### config.mk
export PLATFORM = sky130hd
export DESIGN_NAME = instr_encoder_loader_flat
export DESIGN_NICKNAME = d
export VERILOG_FILES = /design/src/rtl/mips_pkg.sv /design/src/rtl/instr_encoder_loader_if.sv /design/src/rtl/instr_field_packer.sv /design/src/rtl/instr_encoder_loader.sv /design/src/flat_wrapper.sv
export SDC_FILE = /design/constraint.sdc
export NUM_CORES = 1
export LEC_CHECK = 0
export ABC_CLOCK_PERIOD_IN_PS = 3700
export CAP_MARGIN = 20
export CELL_PAD_IN_SITES_DETAIL_PLACEMENT = 2
export CELL_PAD_IN_SITES_GLOBAL_PLACEMENT = 2
export CORE_UTILIZATION = 25
export DETAILED_ROUTE_END_ITERATION = 12
export GPL_TIMING_DRIVEN = 0
export PLACE_DENSITY = 0.87
export SLEW_MARGIN = 10
export SYNTH_ARGS = -nofsm -noshare
export SYNTH_HDL_FRONTEND = slang
export SYNTH_SLANG_ARGS = --single-unit
### constraint.sdc
create_clock -name clk -period 3.7 [get_ports clk]
set_input_delay 0.74 -clock clk [delete_from_list [all_inputs] [get_ports clk]]
set_output_delay 0.74 -clock clk [all_outputs]
set_load 0.1 [all_outputs]
### src/rtl/mips_pkg.sv
// Shared MIPS definitions: opcode constants, instruction formats, loader states
// and the opcode/format legality rule used by the program loader.
package mips_pkg;

    localparam logic [5:0] OP_RTYPE = 6'h00;
    localparam logic [5:0] OP_J     = 6'h02;
    localparam logic [5:0] OP_JAL   = 6'h03;
    localparam logic [5:0] OP_BEQ   = 6'h04;
    localparam logic [5:0] OP_BNE   = 6'h05;
    localparam logic [5:0] OP_ADDI  = 6'h08;
    localparam logic [5:0] OP_SLTI  = 6'h0A;
    localparam logic [5:0] OP_SLTIU = 6'h0B;
    localparam logic [5:0] OP_ANDI  = 6'h0C;
    localparam logic [5:0] OP_ORI   = 6'h0D;
    localparam logic [5:0] OP_XORI  = 6'h0E;
    localparam logic [5:0] OP_LUI   = 6'h0F;
    localparam logic [5:0] OP_LW    = 6'h23;
    localparam logic [5:0] OP_SW    = 6'h2B;

    typedef enum logic [1:0] {
        FMT_R   = 2'd0,
        FMT_I   = 2'd1,
        FMT_J   = 2'd2,
        FMT_RSV = 2'd3
    } fmt_e;

    typedef enum logic [1:0] {
        IDLE  = 2'd0,
        LOAD  = 2'd1,
        WRITE = 2'd2,
        DONE  = 2'd3
    } loader_state_e;

    // A bundle is legal only when the opcode is known and its format matches it.
    function automatic logic fmt_legal(input logic [5:0] op, input logic [1:0] fmt);
        case (op)
            OP_RTYPE:           return fmt == FMT_R;
            OP_J, OP_JAL:       return fmt == FMT_J;
            OP_BEQ, OP_BNE, OP_ADDI, OP_SLTI, OP_SLTIU, OP_ANDI,
            OP_ORI, OP_XORI, OP_LUI, OP_LW, OP_SW:
                                return fmt == FMT_I;
            default:            return 1'b0;
        endcase
    endfunction

endpackage

### src/rtl/instr_encoder_loader_if.sv
// Host field-bundle handshake plus instruction-memory write port of the loader.
interface instr_encoder_loader_if #(
    parameter int ADDR_W = 8
);
    logic              in_valid;
    logic              in_ready;
    logic [1:0]        in_fmt;
    logic [5:0]        in_opcode;
    logic [4:0]        in_rs;
    logic [4:0]        in_rt;
    logic [4:0]        in_rd;
    logic [4:0]        in_shamt;
    logic [5:0]        in_funct;
    logic [15:0]       in_imm;
    logic [25:0]       in_target;
    logic              in_last;
    logic              imem_we;
    logic [ADDR_W-1:0] imem_addr;
    logic [31:0]       imem_wdata;

    modport master (
        output in_valid, in_fmt, in_opcode, in_rs, in_rt, in_rd, in_shamt,
               in_funct, in_imm, in_target, in_last,
        input  in_ready, imem_we, imem_addr, imem_wdata
    );

    modport slave (
        input  in_valid, in_fmt, in_opcode, in_rs, in_rt, in_rd, in_shamt,
               in_funct, in_imm, in_target, in_last,
        output in_ready, imem_we, imem_addr, imem_wdata
    );
endinterface

### src/rtl/instr_field_packer.sv
// Combinational MIPS field-to-word packer; the legality flag exists only when
// INSTR_ENC_OPCODE_CHECK_EN is defined.
module instr_field_packer
    import mips_pkg::*;
(
    input  logic [1:0]  fmt,
    input  logic [5:0]  opcode,
    input  logic [4:0]  rs,
    input  logic [4:0]  rt,
    input  logic [4:0]  rd,
    input  logic [4:0]  shamt,
    input  logic [5:0]  funct,
    input  logic [15:0] imm,
    input  logic [25:0] target,
`ifdef INSTR_ENC_OPCODE_CHECK_EN
    output logic        legal,
`endif
    output logic [31:0] word
);

    always_comb begin
        word = '0;
        case (fmt)
            FMT_I:   word = {opcode, rs, rt, imm};
            FMT_J:   word = {opcode, target};
            default: word = {opcode, rs, rt, rd, shamt, funct};
        endcase
    end

`ifdef INSTR_ENC_OPCODE_CHECK_EN
    assign legal = fmt_legal(opcode, fmt);
`endif

endmodule

### src/rtl/instr_encoder_loader.sv
// Program loader: encodes field bundles and writes them to instruction memory,
// holding the CPU in reset until done. INSTR_ENC_OPCODE_CHECK_EN enables validation.
module instr_encoder_loader
    import mips_pkg::*;
#(
    parameter int ADDR_W = 8
) (
    input  logic                   clk,
    input  logic                   reset,
    input  logic                   start,
    instr_encoder_loader_if.slave  bus,
    output logic                   cpu_hold,
    output logic                   done,
    output logic                   err
);

    loader_state_e     state;
    logic [ADDR_W-1:0] addr;
    logic              last_q;
    logic [31:0]       word;
`ifdef INSTR_ENC_OPCODE_CHECK_EN
    logic              legal;
`endif

    instr_field_packer u_packer (
        .fmt    (bus.in_fmt),
        .opcode (bus.in_opcode),
        .rs     (bus.in_rs),
        .rt     (bus.in_rt),
        .rd     (bus.in_rd),
        .shamt  (bus.in_shamt),
        .funct  (bus.in_funct),
        .imm    (bus.in_imm),
        .target (bus.in_target),
`ifdef INSTR_ENC_OPCODE_CHECK_EN
        .legal  (legal),
`endif
        .word   (word)
    );

    always_ff @(posedge clk or posedge reset) begin
        if (reset) begin
            state          <= IDLE;
            addr           <= '0;
            last_q         <= 1'b0;
            bus.imem_we    <= 1'b0;
            bus.imem_addr  <= '0;
            bus.imem_wdata <= '0;
            bus.in_ready   <= 1'b0;
            cpu_hold       <= 1'b1;
            done           <= 1'b0;
            err            <= 1'b0;
        end else begin
            bus.imem_we <= 1'b0;
            case (state)
                IDLE, DONE: begin
                    if (start) begin
                        state        <= LOAD;
                        addr         <= '0;
                        err          <= 1'b0;
                        done         <= 1'b0;
                        cpu_hold     <= 1'b1;
                        bus.in_ready <= 1'b1;
                    end
                end
                LOAD: begin
                    if (bus.in_valid) begin
`ifdef INSTR_ENC_OPCODE_CHECK_EN
                        // Illegal bundles are consumed without a write; a tagged-last one still ends the load.
                        if (!legal) begin
                            err <= 1'b1;
                            if (bus.in_last) begin
                                state        <= DONE;
                                done         <= 1'b1;
                                cpu_hold     <= 1'b0;
                                bus.in_ready <= 1'b0;
                            end
                        end else
`endif
                        begin
                            bus.imem_we    <= 1'b1;
                            bus.imem_addr  <= addr;
                            bus.imem_wdata <= word;
                            last_q         <= bus.in_last;
                            bus.in_ready   <= 1'b0;
                            state          <= WRITE;
                        end
                    end
                end
                WRITE: begin
                    if (last_q || (addr == '1)) begin
                        state    <= DONE;
                        done     <= 1'b1;
                        cpu_hold <= 1'b0;
                        if (!last_q) err <= 1'b1;
                    end else begin
                        addr         <= addr + ADDR_W'(1);
                        state        <= LOAD;
                        bus.in_ready <= 1'b1;
                    end
                end
                default: state <= IDLE;
            endcase
        end
    end

endmodule

### src/flat_wrapper.sv
// flat-port wrapper written by rule: the top's interface ports become plain ports
module instr_encoder_loader_flat import mips_pkg::*;
#(
    parameter int ADDR_W = 8
)
  (clk, reset, start, cpu_hold, done, err, bus_in_valid, bus_in_fmt, bus_in_opcode, bus_in_rs, bus_in_rt, bus_in_rd, bus_in_shamt, bus_in_funct, bus_in_imm, bus_in_target, bus_in_last, bus_in_ready, bus_imem_we, bus_imem_addr, bus_imem_wdata);
  instr_encoder_loader_if #(.ADDR_W(ADDR_W)) bus_i ();
  input  logic clk;
  input  logic reset;
  input  logic start;
  output logic cpu_hold;
  output logic done;
  output logic err;
  input wire logic [$bits(bus_i.in_valid)-1:0] bus_in_valid;
  input wire logic [$bits(bus_i.in_fmt)-1:0] bus_in_fmt;
  input wire logic [$bits(bus_i.in_opcode)-1:0] bus_in_opcode;
  input wire logic [$bits(bus_i.in_rs)-1:0] bus_in_rs;
  input wire logic [$bits(bus_i.in_rt)-1:0] bus_in_rt;
  input wire logic [$bits(bus_i.in_rd)-1:0] bus_in_rd;
  input wire logic [$bits(bus_i.in_shamt)-1:0] bus_in_shamt;
  input wire logic [$bits(bus_i.in_funct)-1:0] bus_in_funct;
  input wire logic [$bits(bus_i.in_imm)-1:0] bus_in_imm;
  input wire logic [$bits(bus_i.in_target)-1:0] bus_in_target;
  input wire logic [$bits(bus_i.in_last)-1:0] bus_in_last;
  output wire logic [$bits(bus_i.in_ready)-1:0] bus_in_ready;
  output wire logic [$bits(bus_i.imem_we)-1:0] bus_imem_we;
  output wire logic [$bits(bus_i.imem_addr)-1:0] bus_imem_addr;
  output wire logic [$bits(bus_i.imem_wdata)-1:0] bus_imem_wdata;
  assign bus_i.in_valid = bus_in_valid;
  assign bus_i.in_fmt = bus_in_fmt;
  assign bus_i.in_opcode = bus_in_opcode;
  assign bus_i.in_rs = bus_in_rs;
  assign bus_i.in_rt = bus_in_rt;
  assign bus_i.in_rd = bus_in_rd;
  assign bus_i.in_shamt = bus_in_shamt;
  assign bus_i.in_funct = bus_in_funct;
  assign bus_i.in_imm = bus_in_imm;
  assign bus_i.in_target = bus_in_target;
  assign bus_i.in_last = bus_in_last;
  assign bus_in_ready = bus_i.in_ready;
  assign bus_imem_we = bus_i.imem_we;
  assign bus_imem_addr = bus_i.imem_addr;
  assign bus_imem_wdata = bus_i.imem_wdata;
  instr_encoder_loader #(.ADDR_W(ADDR_W)) u_core (.clk(clk), .reset(reset), .start(start), .bus(bus_i), .cpu_hold(cpu_hold), .done(done), .err(err));
endmodule
==> metrics.txt, run 1 <==
status=complete, no violations; Worst VDD drop=approximately 440 uV; Detail Route Antenna Nets=0; final WL=about 9100 um; drt pass-1 iters=4; CP Data Arrival Time=approximately 2.0 ns; core area=10400 sq um; DR vias/cell=between 4 and 5; post-CTS resize count=0; root buffer cell=clkbuf_8; DP HPWL=7330 um; Area Growth Syn to Fin=58.0%; clk slew on worst S/H paths=roughly 0.11 ns; Syn Nets=365; Sequential Power Share=around 25%; Die Height=106 um; CTS max path bufs=2; port bufs=125; Max Clk Rate=365 MHz; register bit total from synthesis=56; Final period util=between 70% and 80%; antenna diode count=0; CP Max Fanout=2; crit-path cells=clkdlybuf4s50_1; first-pass GRT wire length=15500 um; 1st-iter DRT viols=60; Hold Vio Cnt, Final=0; reg2reg start=u_core.state[0]; Seq/Total Area, Yosys=52.4%; CP max stage cell=clkdlybuf4s50_1; number of global-route vias before repair=3019; crit path buf inv count=1; final setup vio count=0; Initial Utilization=around 26%; Vias=2630; Post-Syn Instances=278; wire per inst=16.6 um; Cell Pwr Density=906 nW/um^2; Clock Sinks=56; kind of critical path=flip-flop to output pin; worst skew pair latency=0.30 ns; clk_skew=0.00885 ns; TNS Setup=0 ns; Post-CTS Setup Repair Bufs=0; Sw Pwr=between 2000 and 2500 uW; Comb power frac=64.5%; Final min period=roughly 2.7 ns; Required @ worst endpoint=2.96 ns; hold buffer count at CTS=0; Post-Place Worst Slack=just under 0.9 ns; Overall Global Routing Usage=around 17%; largest net degree at the start of global routing=36; Die Wd=106 um; initial antenna violation count=0; GRT Residual Overflow=0; DRC=0; crit path capture type=output pin; delay of the slowest cell on the worst path=1.15 ns; layout cells sized above 1=8.74%; Syn Area/Cell=just under 10 sq um; H-tree Lvls=2; Synth area leader=dfrtp_1; worst-margin pin slew=1.03 ns; max-slew violation total from the final report=0; leakage power=about 0.0018 uW; power share of the clock group=10.6%; Worst setup SP type=flip-flop; Worst Hold Class=flip-flop to flip-flop; sw frac=between 50% and 60%; # IOs=126; GP Congestion=~0.76; critical path startpoint=u_core.cpu_hold; CTS tree=yes; Worst Hold Launch=u_core.bus.imem_wdata[25]; top area cells in the synthesized netlist=dfrtp_1 51%, a22oi_1 7.3%, o21ai_0 7.1%; area share of the leading cell type in the synthesized netlist=51.4%; commonest non-fill, non-tap cell in the layout=clkdlybuf4s50_1; Synth Cell Area=between 2000 and 3000 sq um; Setup WS post-layout=0.957 ns; # rows=37; Nets=498; Synth cell types=33; DIE AREA=roughly 11000 sq um; yosys warns=0; RSZ-0062 raised after global routing=false; Max-Cap Viols=0; number of buffers created by CTS=5; most frequent cells in the layout=125 x clkdlybuf4s50_1, 55 x dfrtp_1, 38 x o21ai_0; total internal power=between 1500 and 2000 uW; CP top delay family=buffers and inverters; Max-slew headroom=31.2%
==> stage by stage <==
stage               cells  utilization, %  total power [uW]  area (sq um)  hold slack [ns]
floorplan             278               -              2770          2680            0.472
global placement      539            39.5              3400          4100            0.460
detailed placement    540            39.7              3470          4120            0.474
CTS                   548            40.8              3890          4230            0.503
global route          548            40.8              4040          4230            0.521
finish                548            40.8              3840          4230            0.496
==> Yosys cell counts <==
cell	instances
dfrtp_1	55
o21ai_0	38
nand2_1	37
a22oi_1	26
a21oi_1	20
nor2_1	19
mux2_2	16
clkbuf_1	11
inv_1	10
buf_2	6
ha_1	6
nand3_1	3
nand4_1	3
nor2b_1	3
a31oi_1	2
nand2b_1	2
nor3_1	2
o211ai_1	2
or2_2	2
or3_1	2
a211o_1	1
a21o_1	1
a22o_1	1
and2_1	1
and4_1	1
dfstp_2	1
inv_2	1
nand3b_1	1
o2111ai_1	1
o21ai_1	1
o311ai_0	1
o31ai_1	1
or2b_1	1
==> flip-flops by register name, summed over array words and instances, names as in the netlist <==
signal                 count
u_core.last_q              1
u_core.addr                8
u_core.bus.imem_we         1
u_core.state               2
u_core.cpu_hold            1
u_core.bus.in_ready        1
u_core.bus.imem_wdata     32
u_core.err                 1
u_core.done                1
u_core.bus.imem_addr       8
==> kinds of logic after synthesis <==
kind of cell               count (synthesis)  share of synthesized area (%)
DFF                                       56                           52.4
and+or+nand+nor                           77                           12.7
muxes                                     16                           6.73
adders and majority gates                  6                           2.80
buffers and inverters                     28                           4.20
AOI/OAI and AO/OA                         95                           21.2
==> metal layers <==
| metal | track usage [%] | share of wire [%] |
|---|---|---|
| met4 | 2.38 | 0.34 |
| met3 | 4.82 | 5.9 |
| met5 | 0 | 0 |
| met1 | 21.0 | 42 |
| met2 | 31.8 | 52 |
==> final timing paths <==
path / to / slack (ns) / depth (start not counted)
max: cpu_hold / 0.96 / 1
min: u_core.bus.imem_wdata[25] / 0.50 / 2
max reg2reg: u_core.addr[6] / 1.79 / 6
min reg2reg: u_core.bus.imem_wdata[25] / 0.50 / 2
max in group asynchronous: u_core.cpu_hold / 2.28 / 3
min in group asynchronous: u_core.bus.imem_wdata[9] / 0.79 / 2
==> power by group through the flow <==
stage          clock (uW)  sequential (uW)  combinational [uW]
6_report              408              952                2480
5_1_grt               450              987                2600
4_1_cts               429              958                2500
3_5_place_dp            0              970                2500
3_3_place_gp            0              951                2440
2_1_floorplan           0             2340                 436
==> tightest hold or removal path, stage by stage, from the launching register on <==
cell and delay (ns):
dfrtp_1 0.36, nand2_1 0.05, o21ai_0 0.06
==> area by class of cell <==
class	instances	area, sq um
timing repair buffer	126	1270
clock inverter	3	42.5
multi-input combinational	194	1160
inverter	11	41.3
fill	1138	6140
tap	136	170
clock buffer	5	68.8
buffer	17	71.3
sequential	56	1400
Power figures use the tool's default switching activity.
==> run 2: changes to the inputs <==
ABC_CLOCK_PERIOD_IN_PS = 2600   (was 3700)
CORE_UTILIZATION = 23   (was 25)
PLACE_DENSITY = 0.81   (was 0.87)
clock period = 2.6 ns   (was 3.7 ns; I/O delays follow)
==> run 2 against run 1 <==
Combinational power increased by 42%; via count increased by 2.2%; clock power increased by 86%; critical endpoint unchanged; highest routed layer unchanged.
==> metrics.txt, run 2 (synthesized netlist as in run 1, its figures left out) <==
number of global-route vias before repair=just over 3000; clk slew on worst S/H paths=0.07 ns; hold buffer count at CTS=0; first-pass GRT wire length=~15000 um; crit path capture type=output pin; Area Growth Syn to Fin=60.4%; Placed Instances=roughly 550; Clock Sinks=56; reg2reg start=u_core.state[0]; Vias=2687; RSZ-0062 raised after global routing=false; commonest non-fill, non-tap cell in the layout=clkdlybuf4s50_1; final WL=just under 9000 um; core area=11400 sq um; Die Height=between 100 and 150 um; DIE AREA=12100 sq um; CP Data Arrival Time=1.97 ns; CP top delay family=buffers and inverters; DP HPWL=7290 um; Initial Utilization=23.6%; Setup WS post-layout=around 0.11 ns; H-tree Lvls=2; Die Wd=110 um; largest reg by FF count=u_core.bus.imem_wdata; Detail Route Antenna Nets=0; Worst Hold Launch=u_core.bus.imem_wdata[24]; Post-Place Worst Slack=-0.0141 ns; hold path endpoint=u_core.bus.imem_wdata[24]; final setup vio count=0; Nets=between 400 and 500; Layout Utilization=37.8%; # rows=39; Cell Pwr Density=1310 nW/um^2; Max-Cap Viols=0; initial antenna violation count=0; Worst setup SP type=flip-flop; Regs by FF count=u_core.bus.imem_wdata: 32 flops, u_core.addr: 8 flops, u_core.bus.imem_addr: 8 flops; most frequent cells in the layout=125 x clkdlybuf4s50_1, 55 x dfrtp_1, 38 x o21ai_0; worst-margin pin slew=1.03 ns; layout cells sized above 1=roughly 8.7%; Hold Vio Cnt, Final=0; largest net degree at the start of global routing=35; CP max stage cell=clkdlybuf4s50_1; reg-to-reg slack, setup=0.72 ns; Worst VDD drop=783 uV; final std cells w/o fill=555; root buffer cell=clkbuf_16; Worst Hold Class=flip-flop to flip-flop; delay of the slowest cell on the worst path=1.14 ns; GP Congestion=0.751; Final period util=95.7%; drt pass-1 iters=4; CP Max Fanout=2; Post-CTS Setup Repair Bufs=0; leakage power=0.00178 uW; DR vias/cell=4.84; Overall Global Routing Usage=16.1%; Final min period=2.49 ns; CTS max path bufs=2; Worst R2R Path Depth=6; crit path buf inv count=1; GRT Residual Overflow=0; CTS tree=yes; port bufs=between 100 and 150; Crit Reg-Reg Endpoint=u_core.addr[4]; # IOs=126; post-CTS resize count=0; max-slew violation total from the final report=0; 1st-iter DRT viols=62; TNS Setup=0 ns; DRC=0; wire per inst=16.1 um; number of buffers created by CTS=5; Hold Path Cell Cnt=2; status=complete, no violations; crit-path cells=clkdlybuf4s50_1; Required @ worst endpoint=2.08 ns; Max Clk Rate=402 MHz; fillcell total=roughly 1300; clk_skew=0.00777 ns; hold slack=0.484 ns; Max-slew headroom=between 30% and 40%; worst skew pair latency=0.29 ns; kind of critical path=flip-flop to output pin; max FFs per register=32; antenna diode count=0
## run 2: metrics by stage
stage | power [uW] | instance area (sq um)
CTS | 5730 | 4300
floorplan | 3940 | 2680
finish | 5640 | 4300
global route | 5940 | 4300
detailed placement | 4950 | 4130
global placement | 4850 | 4110
## run 2: area by class of cell
cell class | instances | area (sq um) | area share (%)
Timing Repair Buffer | 126 | 1270 | 29.6
Sequential cell | 56 | 1400 | 32.6
Buffer | 17 | 71.3 | 1.66
Clock buffer | 5 | 125 | 2.91
Tap cell | 143 | 179 | 4.16
Clock inverter | 3 | 42.5 | 0.990
Inverter | 11 | 41.3 | 0.961
Multi-Input combinational cell | 194 | 1160 | 27.1
## run 2: power by group
group / switching, uW / internal (uW)
clock: 306 / 453
sequential: 177 / 1180
combinational: 2680 / 841
total: 3170 / 2470
## run 2: worst max path at each step
stage	startpoint	end	cells after the start
floorplan	reset	u_core.addr[0]	1
global placement	reset	u_core.bus.imem_wdata[27]	2
detailed placement	bus_in_fmt[0]	u_core.bus.imem_wdata[25]	8
CTS	u_core.cpu_hold	cpu_hold	1
global route	u_core.cpu_hold	cpu_hold	1
finish	u_core.cpu_hold	cpu_hold	1
## run 2: per-layer routing
layer,routed length [um],up-vias,track usage [%]
li1,-,1252,-
met3,540,6,4.27
met5,0,-,0
met2,4730,71,30.2
met4,87,0,3.43
met1,3580,1358,17.9
